===== config.mk =====
export PLATFORM = sky130hd
export DESIGN_NAME = seg_scan_decoder
export DESIGN_NICKNAME = d
export VERILOG_FILES = /design/src/rtl/seg_pkg.sv /design/src/rtl/seg_pattern_decode.sv /design/src/rtl/seg_scan_decoder.sv
export SDC_FILE = /design/constraint.sdc
export NUM_CORES = 1
export LEC_CHECK = 0
export CORE_MARGIN = 4
export CORE_UTILIZATION = 55
export DETAILED_ROUTE_END_ITERATION = 10
export HOLD_SLACK_MARGIN = 0.1
export PLACE_DENSITY = 0.79
export SLEW_MARGIN = 10
export SYNTH_ARGS = -nofsm -noshare
export SYNTH_HDL_FRONTEND = slang
export SYNTH_SLANG_ARGS = --single-unit

===== constraint.sdc =====
create_clock -name clk -period 2.9 [get_ports clk]
set_clock_uncertainty 0.15 [all_clocks]
set_input_delay 0.58 -clock clk [delete_from_list [all_inputs] [get_ports clk]]
set_output_delay 0.58 -clock clk [all_outputs]
set_load 0.02 [all_outputs]

===== src/rtl/seg_pkg.sv =====
// Shared definitions for the seven-segment scan decoder: the legal segment
// patterns (bit6=a .. bit0=g, active high), the blank digit code and the
// capture FSM state type.
package seg_pkg;

  localparam logic [6:0] SEG_0     = 7'b1111110;
  localparam logic [6:0] SEG_1     = 7'b0110000;
  localparam logic [6:0] SEG_2     = 7'b1101101;
  localparam logic [6:0] SEG_3     = 7'b1111001;
  localparam logic [6:0] SEG_4     = 7'b0110011;
  localparam logic [6:0] SEG_5     = 7'b1011011;
  localparam logic [6:0] SEG_6     = 7'b0011111;
  localparam logic [6:0] SEG_7     = 7'b1110000;
  localparam logic [6:0] SEG_8     = 7'b1111111;
  localparam logic [6:0] SEG_9     = 7'b1110011;
  localparam logic [6:0] SEG_BLANK = 7'b0000000;

  // Nibble stored for a blanked digit when blank support is built in.
  localparam logic [3:0] BLANK_CODE = 4'hF;

  // Width of the stability counter; it saturates at its all-ones value.
  localparam int CNT_W = 8;

  typedef enum logic [1:0] {
    IDLE  = 2'd0,
    TRACK = 2'd1,
    HOLD  = 2'd2
  } state_e;

endpackage


===== src/rtl/seg_pattern_decode.sv =====
// Combinational seven-segment pattern to BCD digit lookup.
// Optional feature: `define SEG_SCAN_DECODER_BLANK_EN makes the all-off
// pattern a legal blank digit that decodes to BLANK_CODE.
module seg_pattern_decode
  import seg_pkg::*;
(
  input  logic [6:0] pattern,
  output logic [3:0] value,
  output logic       legal
);

  // Map the segment pattern to a digit; anything off the table is illegal.
  always_comb begin
    value = 4'd0;
    legal = 1'b0;
    case (pattern)
      SEG_0: begin value = 4'd0; legal = 1'b1; end
      SEG_1: begin value = 4'd1; legal = 1'b1; end
      SEG_2: begin value = 4'd2; legal = 1'b1; end
      SEG_3: begin value = 4'd3; legal = 1'b1; end
      SEG_4: begin value = 4'd4; legal = 1'b1; end
      SEG_5: begin value = 4'd5; legal = 1'b1; end
      SEG_6: begin value = 4'd6; legal = 1'b1; end
      SEG_7: begin value = 4'd7; legal = 1'b1; end
      SEG_8: begin value = 4'd8; legal = 1'b1; end
      SEG_9: begin value = 4'd9; legal = 1'b1; end
`ifdef SEG_SCAN_DECODER_BLANK_EN
      SEG_BLANK: begin value = BLANK_CODE; legal = 1'b1; end
`endif
      default: begin value = 4'd0; legal = 1'b0; end
    endcase
  end

endmodule


===== src/rtl/seg_scan_decoder.sv =====
// Recovers digit values from a multiplexed seven-segment display bus.
// The seg/dig_sel lines are sampled once, then a pattern must stay unchanged
// for STABLE_CYCLES samples before it is decoded and written to the digit
// selected by the one-hot dig_sel. A seen mask tracks which digits have been
// captured and pulses frame_done when all of them have.
// Optional feature: `define SEG_SCAN_DECODER_BLANK_EN accepts the all-off
// pattern as a blank digit (see seg_pattern_decode).
module seg_scan_decoder
  import seg_pkg::*;
#(
  parameter int STABLE_CYCLES = 4,
  parameter int NUM_DIGITS    = 4
) (
  input  logic                    clk,
  input  logic                    rst_n,
  input  logic [6:0]              seg,
  input  logic [NUM_DIGITS-1:0]   dig_sel,
  output logic [4*NUM_DIGITS-1:0] digits,
  output logic [NUM_DIGITS-1:0]   digit_valid,
  output logic                    upd,
  output logic                    err,
  output logic                    frame_done
);

  localparam logic [CNT_W-1:0]      STABLE_C = CNT_W'(STABLE_CYCLES);
  localparam logic [CNT_W-1:0]      CNT_ONE  = CNT_W'(1);
  localparam logic [CNT_W-1:0]      CNT_MAX  = '1;
  localparam logic [NUM_DIGITS-1:0] SEL_ONE  = NUM_DIGITS'(1);
  localparam logic [NUM_DIGITS-1:0] SEL_ALL  = '1;

  // Sample stage (p0) and the previous sample (p1) used for the stability compare.
  logic [6:0]              seg_p0_q, seg_p0_d;
  logic [NUM_DIGITS-1:0]   sel_p0_q, sel_p0_d;
  logic [6:0]              seg_p1_q, seg_p1_d;
  logic [NUM_DIGITS-1:0]   sel_p1_q, sel_p1_d;

  // Capture FSM and stability counter.
  state_e                  state_q, state_d;
  logic [CNT_W-1:0]        cnt_q, cnt_d;
  logic                    capture;

  // Captured digit storage and registered pulse outputs.
  logic [4*NUM_DIGITS-1:0] digits_q, digits_d;
  logic [NUM_DIGITS-1:0]   valid_q, valid_d;
  logic [NUM_DIGITS-1:0]   seen_q, seen_d;
  logic [NUM_DIGITS-1:0]   seen_next;
  logic                    upd_q, upd_d;
  logic                    err_q, err_d;
  logic                    frame_q, frame_d;

  // Decoder results for the current sample.
  logic [3:0]              dec_value;
  logic                    dec_legal;
  logic                    sel_onehot;
  logic                    sample_same;

  function automatic logic is_onehot(input logic [NUM_DIGITS-1:0] v);
    return (v != '0) && ((v & (v - SEL_ONE)) == '0);
  endfunction

  function automatic logic [CNT_W-1:0] sat_inc(input logic [CNT_W-1:0] c);
    return (c == CNT_MAX) ? c : c + CNT_ONE;
  endfunction

  seg_pattern_decode u_decode (
    .pattern (seg_p0_q),
    .value   (dec_value),
    .legal   (dec_legal)
  );

  // Sample pipeline: register the raw bus, then keep the prior sample for comparison.
  always_comb begin
    seg_p0_d    = seg;
    sel_p0_d    = dig_sel;
    seg_p1_d    = seg_p0_q;
    sel_p1_d    = sel_p0_q;
    sel_onehot  = is_onehot(sel_p0_q);
    sample_same = (seg_p0_q == seg_p1_q) && (sel_p0_q == sel_p1_q);
  end

  // Next-state logic: count identical one-hot samples and flag a capture at the threshold.
  always_comb begin
    state_d = state_q;
    cnt_d   = cnt_q;
    capture = 1'b0;
    case (state_q)
      IDLE: begin
        if (sel_onehot) begin
          state_d = TRACK;
          cnt_d   = CNT_ONE;
        end else begin
          cnt_d   = '0;
        end
      end
      TRACK: begin
        if (!sel_onehot) begin
          state_d = IDLE;
          cnt_d   = '0;
        end else if (sample_same) begin
          cnt_d   = sat_inc(cnt_q);
        end else begin
          cnt_d   = CNT_ONE;
        end
      end
      HOLD: begin
        if (!sel_onehot) begin
          state_d = IDLE;
          cnt_d   = '0;
        end else if (!sample_same) begin
          state_d = TRACK;
          cnt_d   = CNT_ONE;
        end
      end
      default: begin
        state_d = IDLE;
        cnt_d   = '0;
      end
    endcase
    // A threshold of 1 can be met on the very cycle TRACK is entered.
    if ((state_d == TRACK) && (cnt_d >= STABLE_C)) begin
      capture = 1'b1;
      state_d = HOLD;
    end
  end

  // Capture datapath: write the addressed digit, update the seen mask, form pulses.
  always_comb begin
    digits_d  = digits_q;
    valid_d   = valid_q;
    seen_d    = seen_q;
    seen_next = seen_q | sel_p0_q;
    upd_d     = 1'b0;
    err_d     = 1'b0;
    frame_d   = 1'b0;
    if (capture) begin
      upd_d = 1'b1;
      err_d = !dec_legal;
      for (int i = 0; i < NUM_DIGITS; i++) begin
        if (sel_p0_q[i]) begin
          // An illegal pattern keeps the old nibble but drops its valid flag.
          if (dec_legal) begin
            digits_d[4*i +: 4] = dec_value;
          end
          valid_d[i] = dec_legal;
        end
      end
      if (seen_next == SEL_ALL) begin
        frame_d = 1'b1;
        seen_d  = '0;
      end else begin
        seen_d  = seen_next;
      end
    end
  end

  // State register: synchronous active-low reset clears everything, data included.
  always_ff @(posedge clk) begin
    if (!rst_n) begin
      seg_p0_q <= '0;
      sel_p0_q <= '0;
      seg_p1_q <= '0;
      sel_p1_q <= '0;
      state_q  <= IDLE;
      cnt_q    <= '0;
      digits_q <= '0;
      valid_q  <= '0;
      seen_q   <= '0;
      upd_q    <= 1'b0;
      err_q    <= 1'b0;
      frame_q  <= 1'b0;
    end else begin
      seg_p0_q <= seg_p0_d;
      sel_p0_q <= sel_p0_d;
      seg_p1_q <= seg_p1_d;
      sel_p1_q <= sel_p1_d;
      state_q  <= state_d;
      cnt_q    <= cnt_d;
      digits_q <= digits_d;
      valid_q  <= valid_d;
      seen_q   <= seen_d;
      upd_q    <= upd_d;
      err_q    <= err_d;
      frame_q  <= frame_d;
    end
  end

  assign digits      = digits_q;
  assign digit_valid = valid_q;
  assign upd         = upd_q;
  assign err         = err_q;
  assign frame_done  = frame_q;

endmodule


== Word-level counts from Yosys, hierarchy flattened ==
Cells that the tools add are included.
Widths: inputs -> output; s select.

* Reductions and logical operators: 18
* Add/subtract/negate cells: 2
* Eq/ne operators: 17
* Magnitude comparators: 1
* Shifts and indexed selects: 0
* Muxes and demuxes: 19
* Divide/modulo/power cells: 0
* Bitwise operators: 3
* $mul: 0

{| class="wikitable"
|+ Operators with widths
! cell !! number
|-
| $eq 7x7->1 const B || 7
|-
| $mux 8 || 5
|-
| $pmux 4 s9 || 1
|-
| $pmux 8 s3 || 1
|-
| $eq 7x6->1 const B || 2
|-
| $reduce_and 3->1 || 4
|-
| $mux 2 || 5
|-
| $reduce_and 2->1 || 5
|-
| $reduce_or 10->1 || 1
|-
| $add 8x1->8 const B || 1
|-
| $eq 8x8->1 const B || 1
|-
| $ge 8x3->1 const B || 1
|-
| $eq 7x5->1 const B || 1
|-
| $eq 7x7->1 || 1
|-
| $pmux 2 s3 || 1
|-
| $mux 1 || 5
|-
| $and 4x4->4 || 1
|-
| $eq 2x1->1 const B || 2
|-
| $eq 4x4->1 || 1
|-
| $eq 4x4->1 const B || 1
|-
| $logic_not 4->1 || 1
|-
| $mux 4 || 1
|-
| $or 4x4->4 || 1
|-
| $reduce_bool 4->1 || 1
|-
| other kinds (7) || 9
|}

* Bits in writable memories: 0
* Bits in read-only memories: 0
* Bits in latches: 0
* Memories kept: 0
* Flip-flop bits (word level): 59

== Depth between registers and ports, before layout ==
Gate-level depths: netlist (run 1).

* Depth after elaboration: 10
* Depth in mapped cells: 9
* Depth with buffers taken out: 7

== Hierarchy ==
From an unflattened synthesis (run 1), not the netlist that was laid out.

* Cells, all modules: 285
* Area, all modules: 2750.1 µm²

{| class="wikitable"
|+ Modules (own cells, without submodules)
! module !! seq. area each (µm²) !! cells an instance !! instances !! area an instance (µm²)
|-
| seg_scan_decoder || 1181.1 || 250 || 1 || 2533.7
|-
| seg_pattern_decode || 0.0 || 35 || 1 || 216.5
|}

== Worst setup path after synthesis (run 1) ==
No wires, ideal clock.

* Path type: register to register
* From: register cnt_q[0]
* To: register digits_q[12] (netlist: digits[12])
* Stages on the path, launching flop included: 9
* Data arrival time: 1.940 ns
* Library setup time: 0.134 ns
* Data required time: 2.616 ns
* Slack: 0.676 ns
* Cell sequence: dfxtp_1 > ha_1 > nand4_1 > o211a_1 > o22a_1 > and4_1 > buf_6 > o41ai_2 > o22ai_1

* Cells in the longest elaborated chain, start to end: 9

{| class="wikitable"
|+ RTL lines
! element !! line !! text
|-
| start, declared || seg_scan_decoder.sv:39 || <nowiki>logic [CNT_W-1:0] cnt_q, cnt_d;</nowiki>
|-
| start signal, assigned || seg_scan_decoder.sv:177 || <nowiki>cnt_q <= cnt_d;</nowiki>
|-
| $add 8x1->8 / $eq 8x8->1 (equally long branches) || seg_scan_decoder.sv:62 || <nowiki>return (c == CNT_MAX) ? c : c + CNT_ONE;</nowiki>
|-
| $mux 8 || seg_scan_decoder.sv:62 ||
|-
| $mux 8 || seg_scan_decoder.sv:99 || <nowiki>end else if (sample_same) begin</nowiki>
|-
| $mux 8 || seg_scan_decoder.sv:96 || <nowiki>if (!sel_onehot) begin</nowiki>
|-
| $pmux 8 s3 (*) || seg_scan_decoder.sv:86 || <nowiki>case (state_q)</nowiki>
|-
| $ge 8x3->1 (*) || seg_scan_decoder.sv:120 || <nowiki>if ((state_d == TRACK) && (cnt_d >= STABLE_C)) begin</nowiki>
|-
| $logic_and 1x1->1 (*) || seg_scan_decoder.sv:120 ||
|-
| $mux 1 (*) || seg_scan_decoder.sv:120 ||
|-
| $reduce_and 3->1 (no source line) (*) || n/a ||
|-
| end signal, assigned || seg_scan_decoder.sv:178 || <nowiki>digits_q <= digits_d;</nowiki>
|-
| end, declared || seg_scan_decoder.sv:43 || <nowiki>logic [4*NUM_DIGITS-1:0] digits_q, digits_d;</nowiki>
|}

Every way passes the cells marked *; elsewhere a longest branch is shown, timed or not.
A chain may end at the register's enable or synchronous reset.

== Worst setup path in the final report (run 1) ==
* From: register cnt_q[0]
* To: register digits_q[7] (netlist: digits[7])

The elaborated chain is that of the path after synthesis.

==> impl_results.md, run 1 <==
* Cell Count, Final, Fillers Out at 417
* Worst r2r path cells at 8
* Netlist cell types at 58
* Hold endpoint: seen_q[3]
* Detailed Place HPWL at 4.407 mm
* WP data required at 3010 ps
* DIE AREA at 0.006345 mm2
* Final setup viols at 0
* Post-synth top cells: 59 x dfxtp_1, 29 x nand2_1, 27 x and2_1
* Critical Path Max Stage Delay at 400 ps
* Period minus WS final at 2536 ps
* Critical path startpoint: cnt_q[0]
* Combinational cell fraction of total power at 0.059
* Largest net degree at the start of global routing at 35
* Mapped Area at 0.002824 mm2
* Max IR drop VDD at 0.0004157 V
* DR vias at 2,368
* Remaining DRCs at 0
* Leak at 0.001301 uW
* Num Clock Sinks at 59
* Switching power at 409.6 uW
* Unrepaired setup endpoints after global routing: false
* Share of cells above drive strength 1 at 0.1114
* Diodes inserted at 0
* Flops & latches, synth at 59
* Post-synthesis mux area share at 0.03190
* Placed Instances at 401
* Clk_lat worst skew at 330 ps
* Avg Synthesized Cell Area at 9.022 um2
* Cell internal pwr at 1540 uW
* DRT antenna net count at 0
* Worst hold stages at 2
* Starting density of the core at 0.5825
* Post-CTS setup buffers at 0
* Largest family of logic cells by synthesized area: simple AND/OR/NAND/NOR gates
* Cell Pwr Density at 563.7 mW/mm2
* Flop2flop setup slack at 360 ps
* H-Tree Depth at 3
* Crit path DAT at 2650 ps
* Most frequent cell after synthesis: dfxtp_1
* Initial DRC Count at 143
* Num CTS Buffers at 9
* Core area at 0.004848 mm2
* Seq/Total Area, Yosys at 0.4183
* I/O pins at 36
* Worst r2r src: cnt_q[0]
* Status: completed
* Syn Inst Count at 313
* Area grow syn2layout at 22.51%
* Clock Pin Slew Worst Setup and Hold Paths at 70 ps
* Post-Synth XOR/XNOR Area at 0.04962
* Most frequent CP cell: nand4_1
* Post-synthesis adder-cell area fraction at 0.004431
* FF-to-FF End: digits[7]
* Number of buffers on the longest clock path at 2
* CP cell instances: ha_1 > and4_1 > nand4b_1 > a32oi_1 > nand4_1 > buf_4 > nand4_1 > mux2i_1
* Gr usage total at 0.2236
* Seq. cell area at 0.001181 mm2
* Routability Congestion at 0.9481
* DR WL/cell at 15.13 um
* GRT overflow at 0
* CP Capture Type: flip-flop
* Max Cap Violations at 0
* Post-Syn Nets at 327
* Routed WL at 6.309 mm
* Count of flip-flops with a built-in enable after synthesis at 0
* Fill cells at 363
* Synth Area in Compound Gates at 0.1591
* Seq pwr share at 0.436
* Ys Warns at 0
* Die H at 79.66 um
* Synth area leaders: dfxtp_1 42%, and2_1 6.0%, nand2_1 3.9%
* First-pass GRT wire length at 11.10 mm
* Prevailing post-synth register cell: dfxtp_1
* TritonCTS clock tree: built
* Setup crit start kind: flip-flop
* Critical Path Fanout Max at 6
* Post-CTS Hold Buffers at 0
* Fin. max-slew vios at 0
* Max Clock Freq at 0.3943 GHz
* Vias in the first global route at 2,350
* Sw frac at 0.2101
* Hold Fails Final Rpt at 0
* Part of the power in the clock network at 0.505
* Port-buffer cells at 35
* Slowest CP cell: dfxtp_1
* Num rows at 25
* Worst Tran Pin Value at 417.4 ps
* Final Instance Area at 0.003460 mm2
* Top-area cell type share of the netlist area at 0.4183
* Area of the multi-input gates at 0.001445 mm2
* Hold WC Path Type: reg -> reg
* Ratio of final minimum period to clock period at 0.8745
* Area leader, netlist: dfxtp_1
* Initial antenna violation count at 0
* Worst slew margin at 0.7212
* Setup TNS at 0 ps
* Post-Synth Simple-Gate Area at 0.2667
* Min-Delay Startpoint: seen_q[3]
* Critical path class: reg -> reg
* Async S/R FF share, synth at 0
* Die W at 79.66 um
* Detailed Routing Iterations Pass 1 at 4
* Post-CTS sizing at 0
* Post-layout nets at 359
* Clock root cell: clkbuf_8
* Placed inst area at 0.003196 mm2
* Via density per instance at 5.679
==> per-layer routing <==
layer / global-route usage / wire [um]
met1: 0.3051 / 3082
met3: 0.04966 / 289
met4: 0.1151 / 112
met5: 0 / 0
met2: 0.3289 / 2824
==> per-stage QoR <==
step / power (uW) / utilization / hold slack [ps] / worst slack, ps
2_1_floorplan: 944.9 / - / 275.6 / 675.7
3_3_place_gp: 978.3 / 0.6591 / 287.3 / 509.1
3_5_place_dp: 981.7 / 0.6591 / 296.2 / 405.6
4_1_cts: 1963 / 0.7135 / 307.7 / 377.3
5_1_grt: 2015 / 0.7135 / 333.4 / 109.8
6_report: 1950 / 0.7135 / 307.9 / 363.9
==> final cells by class <==
| cell class | instances | area share |
|---|---|---|
| Clock buffer | 9 | 0.03580 |
| Clock inverter | 7 | 0.04051 |
| Inverter | 16 | 0.01736 |
| Multi-Input combinational cell | 214 | 0.4177 |
| Sequential cell | 59 | 0.3414 |
| Tap cell | 67 | 0.02423 |
| Timing Repair Buffer | 45 | 0.1230 |
==> kinds of logic (layout without fill, tap and decap cells) <==
logic type,Yosys count,count (layout)
mux,9,9
simple gates,128,128
flops,59,59
buf+inv,40,77
xor+xnor,16,16
compound gates,60,60
fa+ha+maj,1,1
==> power groups by stage <==
stage	Combinational (uW)	Clock, uW	Sequential [uW]
floorplan	91.9	0	853
global placement	111	0	867
detailed placement	114	0	868
CTS	114	999	850
global route	127	1040	852
finish	114	985	850
==> cells in the final DEF, fill, tap and decap left out, drive strengths merged, types with 3 or more instances in the layout <==
master and n:
dfxtp 59, clkdlybuf4s50 35, nand2 30, and2 27, inv 16, nand3 14
o22ai 12, nor2 12, xnor2 11, a21oi 10, buf 10, mux2i 9
clkbuf 9, o21ai 9, nand4 8, nor4 7, xor2 5, and3 4
bufinv 4, o41ai 4, nor2b 3, a211oi 3, a31oi 3, nand2b 3
and4 3, nand4b 3, a221oi 3
==> state kept, by name, summed over array words and instances, names as in the netlist, 4 cells and up <==
signal,cells
seg_p0_q,7
digits,16
cnt_q,8
sel_p1_q,4
digit_valid,4
seg_p1_q,7
seen_q,4
sel_p0_q,4
==> how the worst max path moves through the flow <==
stage                     end  slack (ps)
3_5_place_dp        digits[5]         410
6_report            digits[7]         360
4_1_cts             digits[7]         380
5_1_grt        digit_valid[1]         110
3_3_place_gp       digits[13]         510
2_1_floorplan      digits[12]         680
==> worst max-delay path: cells and delay by family (launching register included) <==
family                   cells  cell delay [ps]
AO/OA/AOI/OAI                1              300
adder cells (fa/ha/maj)      1              300
buffers and inverters        1              280
flip-flops                   1              400
multiplexers                 1              200
AND/OR/NAND/NOR              4              820
Note: power is estimated with default switching activity, not from simulation.
==> run 2, diff against run 1 <==
Settings changed: ABC_AREA set to 1.
==> impl_results.md, run 2 <==
* CP Capture Type: flip-flop
* Crit path DAT at 2720 ps (+70 ps)
* Count of flip-flops with a built-in enable after synthesis at 0 (unchanged)
* Detailed Place HPWL at 4.815 mm (+9.3%)
* Detailed Routing Iterations Pass 1 at 4 (unchanged)
* Fin. max-slew vios at 0 (unchanged)
* Area leader, netlist: dfxtp_1
* DR vias at 2,591 (+9.4%)
* TritonCTS clock tree: built
* Flops & latches, synth at 59 (unchanged)
* Post-CTS setup buffers at 0 (unchanged)
* FF-to-FF End: digit_valid[2]
* Share of cells above drive strength 1 at 0.1121 (+0.0006791)
* Period minus WS final at 2659 ps (+123.0 ps)
* Worst hold stages at 2 (unchanged)
* Critical path class: reg -> reg
* Status: completed
* First-pass GRT wire length at 10.91 mm (-1.7%)
* GRT overflow at 0 (unchanged)
* Critical Path Fanout Max at 15 (+9)
* Diodes inserted at 0 (unchanged)
* Post-Syn Nets at 418 (+28%)
* Die W at 80.05 um (+0.50%)
* Routability Congestion at 0.8409 (-11%)
* Die H at 80.05 um (+0.50%)
* Min-Delay Startpoint: seen_q[1]
* Hold endpoint: seen_q[1]
* Ys Warns at 0 (unchanged)
* I/O pins at 36 (unchanged)
* Synth area leaders: dfxtp_1 41%, nand2_1 14%, inv_1 8.4%
* Worst Tran Pin Value at 537.3 ps (+119.9 ps)
* Final setup viols at 0 (unchanged)
* Max Clock Freq at 0.3761 GHz (-4.6%)
* Post-layout nets at 457 (+27%)
* Mapped Area at 0.002855 mm2 (+1.1%)
* Seq. cell area at 0.001181 mm2 (unchanged)
* Num Clock Sinks at 59 (unchanged)
* Via density per instance at 5.051 (-11%)
* Unrepaired setup endpoints after global routing: false
* Avg Synthesized Cell Area at 7.067 um2 (-22%)
* DRT antenna net count at 0 (unchanged)
* Num CTS Buffers at 9 (unchanged)
* Worst r2r path cells at 13 (+5)
* Largest net degree at the start of global routing at 20 (-43%)
* Ratio of final minimum period to clock period at 0.9169 (+0.04242)
* Cell Pwr Density at 494.8 mW/mm2 (-12%)
* Syn Inst Count at 404 (+29%)
* Netlist cell types at 32 (-45%)
* Most frequent cell after synthesis: nand2_1
* Prevailing post-synth register cell: dfxtp_1
* Seq/Total Area, Yosys at 0.4137 (-0.004582)
* Setup crit start kind: flip-flop
* Clk_lat worst skew at 340 ps (about the same)
* Max Cap Violations at 0 (unchanged)
* Max FFs per register at 16 (unchanged)
* Setup TNS at 0 ps (unchanged)
* Flop2flop setup slack at 240 ps (-120 ps)
* Commonest non-fill, non-tap cell in the layout: nand2_1
* Clock root cell: clkbuf_8
* Gr usage total at 0.2186 (-0.004953)
* Starting density of the core at 0.5851 (+0.002677)
* Top-area cell type share of the netlist area at 0.4137 (-0.004582)
* Core area at 0.004880 mm2 (+0.65%)
* Post-synth top cells: 109 x nand2_1, 64 x inv_1, 59 x dfxtp_1
* Hold Fails Final Rpt at 0 (unchanged)
* H-Tree Depth at 3 (unchanged)
* Port-buffer cells at 35 (unchanged)
* Number of buffers on the longest clock path at 2 (unchanged)
* Area of the multi-input gates at 0.001304 mm2 (-9.8%)
* Hold WC Path Type: reg -> reg
* Worst r2r src: sel_p0_q[0]
* Num rows at 25 (unchanged)
* Initial antenna violation count at 0 (unchanged)
* Clock Pin Slew Worst Setup and Hold Paths at 60 ps (about the same)
* DR WL/cell at 12.51 um (-17%)
* Post-CTS sizing at 0 (unchanged)
* Leak at 0.001705 uW (+31%)
* Area grow syn2layout at 19.76%
* Routed WL at 6.417 mm (+1.7%)
* Async S/R FF share, synth at 0 (unchanged)
* Most frequent cells in the layout: 109 x nand2_1, 64 x inv_1, 59 x dfxtp_1
* Initial DRC Count at 103 (-28%)
* WP data required at 2960 ps (-50 ps)
* Vias in the first global route at 2,483 (+5.7%)
* Remaining DRCs at 0 (unchanged)
* Max IR drop VDD at 0.0003670 V (-12%)
* Pwr Total at 1692 uW (-13%)
* Fill cells at 412 (+13%)
* Post-CTS Hold Buffers at 0 (unchanged)
* DIE AREA at 0.006408 mm2 (+0.99%)
* Worst slew margin at 0.6394 (-0.08176)
[run 2: cell count changes after synthesis, moves of 9 or more]
cell / before / now
nand2_1: 29 / 109
inv_1: 16 / 64
nor2_1: 11 / 39
and2_1: 27 / 1
nand4_1: 7 / 28
a21oi_1: 10 / 27
o22ai_1: 12 / 1
buf_2: 11 / 2
mux2i_1: 9 / 0
[run 2: power breakdown]
group	internal [uW]	switching (uW)
clock	407	298
sequential	828	19.5
combinational	54.3	84.5
total	1290	402
[run 2: layout make-up]
cell class / count / share of cell area
clock buffer: 11 / 0.04135
inverter: 71 / 0.07794
clock inverter: 3 / 0.01171
tap: 67 / 0.02452
multi-input combinational: 260 / 0.3813
timing repair buffer: 42 / 0.1178
sequential: 59 / 0.3454
[run 2: metrics by stage]
| stage | utilization | area [um2] | setup WS (ps) | hold WS (ps) | instances |
|---|---|---|---|---|---|
| finish | 0.7008 | 3420 | 240.8 | 313.6 | 513 |
| global route | 0.7008 | 3420 | 24.48 | 333.9 | 513 |
| CTS | 0.7008 | 3420 | 256.2 | 312.8 | 513 |
| detailed placement | 0.6636 | 3238 | 357.0 | 304.3 | 499 |
| global placement | 0.6636 | 3238 | 447.2 | 297.3 | 499 |
| floorplan | - | 2855 | 874.0 | 277.8 | 404 |
[run 2: worst max-delay path, stage by stage, from the launching register on]
cell	delay, ps
dfxtp_1	600
inv_2	90
nand2_2	90
nand2_2	50
nand2_2	80
nand3_2	100
nor2_2	330
nand4_1	200
nand2_1	140
nor2_2	70
nand3_4	190
nand2_1	130
o21ai_0	220
a21oi_1	100
[run 2: layer usage]
| metal | track usage | up-vias | part of all wire |
|---|---|---|---|
| met2 | 0.3717 | 50 | 0.51 |
| met5 | 0 | - | 0 |
| met1 | 0.2577 | 1183 | 0.43 |
| li1 | - | 1347 | - |
| met4 | 0.07432 | 0 | 0.014 |
| met3 | 0.07175 | 11 | 0.047 |
[run 2: cells by family (layout without fill, tap and decap cells)]
logic type / after synthesis / count (layout) / synth area share
flops: 59 / 59 / 0.4137
xor+xnor: 8 / 8 / 0.02454
buf+inv: 85 / 127 / 0.1297
simple gates: 209 / 209 / 0.3453
fa+ha+maj: 1 / 1 / 0.004381
compound gates: 42 / 42 / 0.08239
[run 2: worst max-delay path by stage]
stage / from / to / slack [ps] / cells past startpoint
floorplan: cnt_q[0] / seen_q[0] / 870 / 13
global placement: sel_p0_q[0] / digits[4] / 450 / 13
detailed placement: sel_p0_q[0] / digits[5] / 360 / 13
CTS: sel_p0_q[0] / digit_valid[2] / 260 / 13
global route: sel_p0_q[0] / digit_valid[3] / 20 / 13
finish: sel_p0_q[0] / digit_valid[2] / 240 / 13
==> run 3, diff against run 2 <==
Settings changed: CORE_UTILIZATION 55 to 57, CTS_BUF_LIST set to sky130_fd_sc_hd__clkbuf_8, PLACE_DENSITY 0.79 to 0.82.
==> impl_results.md, run 3 (synthesis gave the netlist of run 2 again) <==
* Status: completed
* FF-to-FF End: digit_valid[1]
* Leak at 0.001686 uW (-1.1%)
* Worst slew margin at 0.6338 (-0.005612)
* Seq. cell area at 0.001181 mm2 (unchanged)
* Hold endpoint: seen_q[0]
* Max FFs per register at 16 (unchanged)
* Critical Path Fanout Max at 15 (unchanged)
* H-Tree Depth at 3 (unchanged)
* Final setup viols at 0 (unchanged)
* Fin. max-slew vios at 0 (unchanged)
* CP cell instances: inv_2 > nand2_2 > nand2_2 > nand2_2 > nand3_2 > nor2_2 > nand4_1 > nand2_1 > nor2_1 > nand3_4 > nand2_1 > o21ai_0 > a21oi_1
* Port-buffer cells at 35 (unchanged)
* Num CTS Buffers at 9 (unchanged)
* Diodes inserted at 0 (unchanged)
* Most frequent cells in the layout: 109 x nand2_1, 64 x inv_1, 59 x dfxtp_1
* Hold WC Path Type: reg -> reg
* Gr usage total at 0.2146 (-0.004016)
* Setup crit start kind: flip-flop
* Number of buffers on the longest clock path at 2 (unchanged)
* WP data required at 2950 ps (about the same)
* Vias in the first global route at 2,396 (-3.5%)
* Worst r2r src: sel_p0_q[1]
* Initial DRC Count at 120 (+17%)
* Setup ws final at 285.0 ps (+44.14 ps)
* Clock root cell: clkbuf_8
* Critical path class: reg -> reg
* Core area at 0.004786 mm2 (-1.9%)
* Clock Pin Slew Worst Setup and Hold Paths at 60 ps (about the same)
* CP Capture Type: flip-flop
* Remaining DRCs at 0 (unchanged)
* I/O pins at 36 (unchanged)
* GRT overflow at 0 (unchanged)
* First-pass GRT wire length at 10.54 mm (-3.3%)
* Detailed Place HPWL at 4.633 mm (-3.8%)
* Worst hold stages at 2 (unchanged)
* Cell Count, Final, Fillers Out at 510 (-0.58%)
* Cell Pwr Density at 477.9 mW/mm2 (-3.4%)
* Hold Fails Final Rpt at 0 (unchanged)
* DIE AREA at 0.006206 mm2 (-3.2%)
* Period minus WS final at 2615 ps (-44.14 ps)
* Starting density of the core at 0.5966 (+0.01147)
* DRT antenna net count at 0 (unchanged)
* Commonest non-fill, non-tap cell in the layout: nand2_1
* Num Clock Sinks at 59 (unchanged)
* Crit path DAT at 2660 ps (-60 ps)
* DR WL/cell at 12.12 um (-3.1%)
* Pwr Total at 1616 uW (-4.5%)
* Post-CTS setup buffers at 0 (unchanged)
* Area grow syn2layout at 18.45%
* Max Clock Freq at 0.3824 GHz (+1.7%)
* Worst Tran Pin Value at 545.7 ps (+8.362 ps)
* Min-Delay Startpoint: seen_q[0]
* Max IR drop VDD at 0.0003709 V (+1.1%)
* Post-CTS sizing at 0 (unchanged)
* Share of cells above drive strength 1 at 0.1084 (-0.003755)
* Slowest CP cell: dfxtp_1
* Die H at 78.78 um (-1.6%)
* Unrepaired setup endpoints after global routing: false
* Setup TNS at 0 ps (unchanged)
* Most frequent CP cell: nand2_2
* Num rows at 25 (unchanged)
* Placed Instances at 496 (-0.60%)
* Detailed Routing Iterations Pass 1 at 4 (unchanged)
* Ratio of final minimum period to clock period at 0.9017 (-0.01522)
* Critical Path Max Stage Delay at 550 ps (-50 ps)
* Post-layout nets at 454 (-0.66%)
* Largest net degree at the start of global routing at 25 (+25%)
* Routed WL at 6.182 mm (-3.7%)
* Post-CTS Hold Buffers at 0 (unchanged)
* DP Worst Slack at 409.0 ps (+51.98 ps)
* Max Cap Violations at 0 (unchanged)
* Routability Congestion at 0.9070 (+7.9%)
* Die W at 78.78 um (-1.6%)
* Flop2flop setup slack at 280 ps (+40 ps)
* TritonCTS clock tree: built
* Via density per instance at 5.175 (+2.5%)
* Fill cells at 424 (+2.9%)
* Initial antenna violation count at 0 (unchanged)
* DR vias at 2,639 (+1.9%)
* Clk_lat worst skew at 330 ps (about the same)
* Worst r2r path cells at 13 (unchanged)
* Area of the multi-input gates at 0.001304 mm2 (unchanged)
==> run 3: cell count changes in the layout (fill, tap and decap cells not counted) <==
cell / change
clkinv_2: +1
buf_4: -3
clkbuf_1: -1
bufinv_16: -1
clkbuf_8: +1
==> run 3: per-stage QoR <==
step	hold slack [ps]	utilization	cell area, um2
floorplan	277.8	-	2855
global placement	289.4	0.6719	3216
detailed placement	296.8	0.6719	3216
CTS	305.6	0.7067	3382
global route	333.1	0.7067	3382
finish	304.5	0.7067	3382
==> run 3: routing by layer <==
layer / global-route usage / part of all wire
met2: 0.3710 / 0.50
met5: 0 / 0
met4: 0.06469 / 0.0089
met1: 0.2514 / 0.44
met3: 0.07143 / 0.049
==> run 3: how the worst max path moves through the flow <==
stage | slack, ps | startpoint | cells past startpoint | end
after CTS | 310 | sel_p0_q[1] | 13 | digit_valid[1]
final | 280 | sel_p0_q[1] | 13 | digit_valid[1]
after floorplan | 870 | cnt_q[0] | 13 | seen_q[0]
after global routing | 20 | sel_p0_q[3] | 13 | digit_valid[1]
after global placement | 460 | sel_p0_q[2] | 13 | digits[7]
after detailed placement | 410 | sel_p0_q[1] | 14 | digits[11]
==> run 3: cell type report <==
class	count	share of cell area
multi-input combinational	260	0.3855
clock inverter	3	0.004440
inverter	71	0.07880
timing repair buffer	39	0.1125
clock buffer	11	0.04477
sequential	59	0.3492
tap	67	0.02479
==> run 3: critical path, delay by kind of cell (launching register included) <==
kind,cells,cell delay (ps)
flip-flops,1,550
AO/OA/AOI/OAI,2,340
AND/OR/NAND/NOR,10,1330
buffers and inverters,1,120
==> run 3: power breakdown <==
part | switching [uW] | total, uW | internal (uW)
sequential | 20.2 | 848 | 828
combinational | 80.7 | 131 | 50.0
clock | 295 | 637 | 342
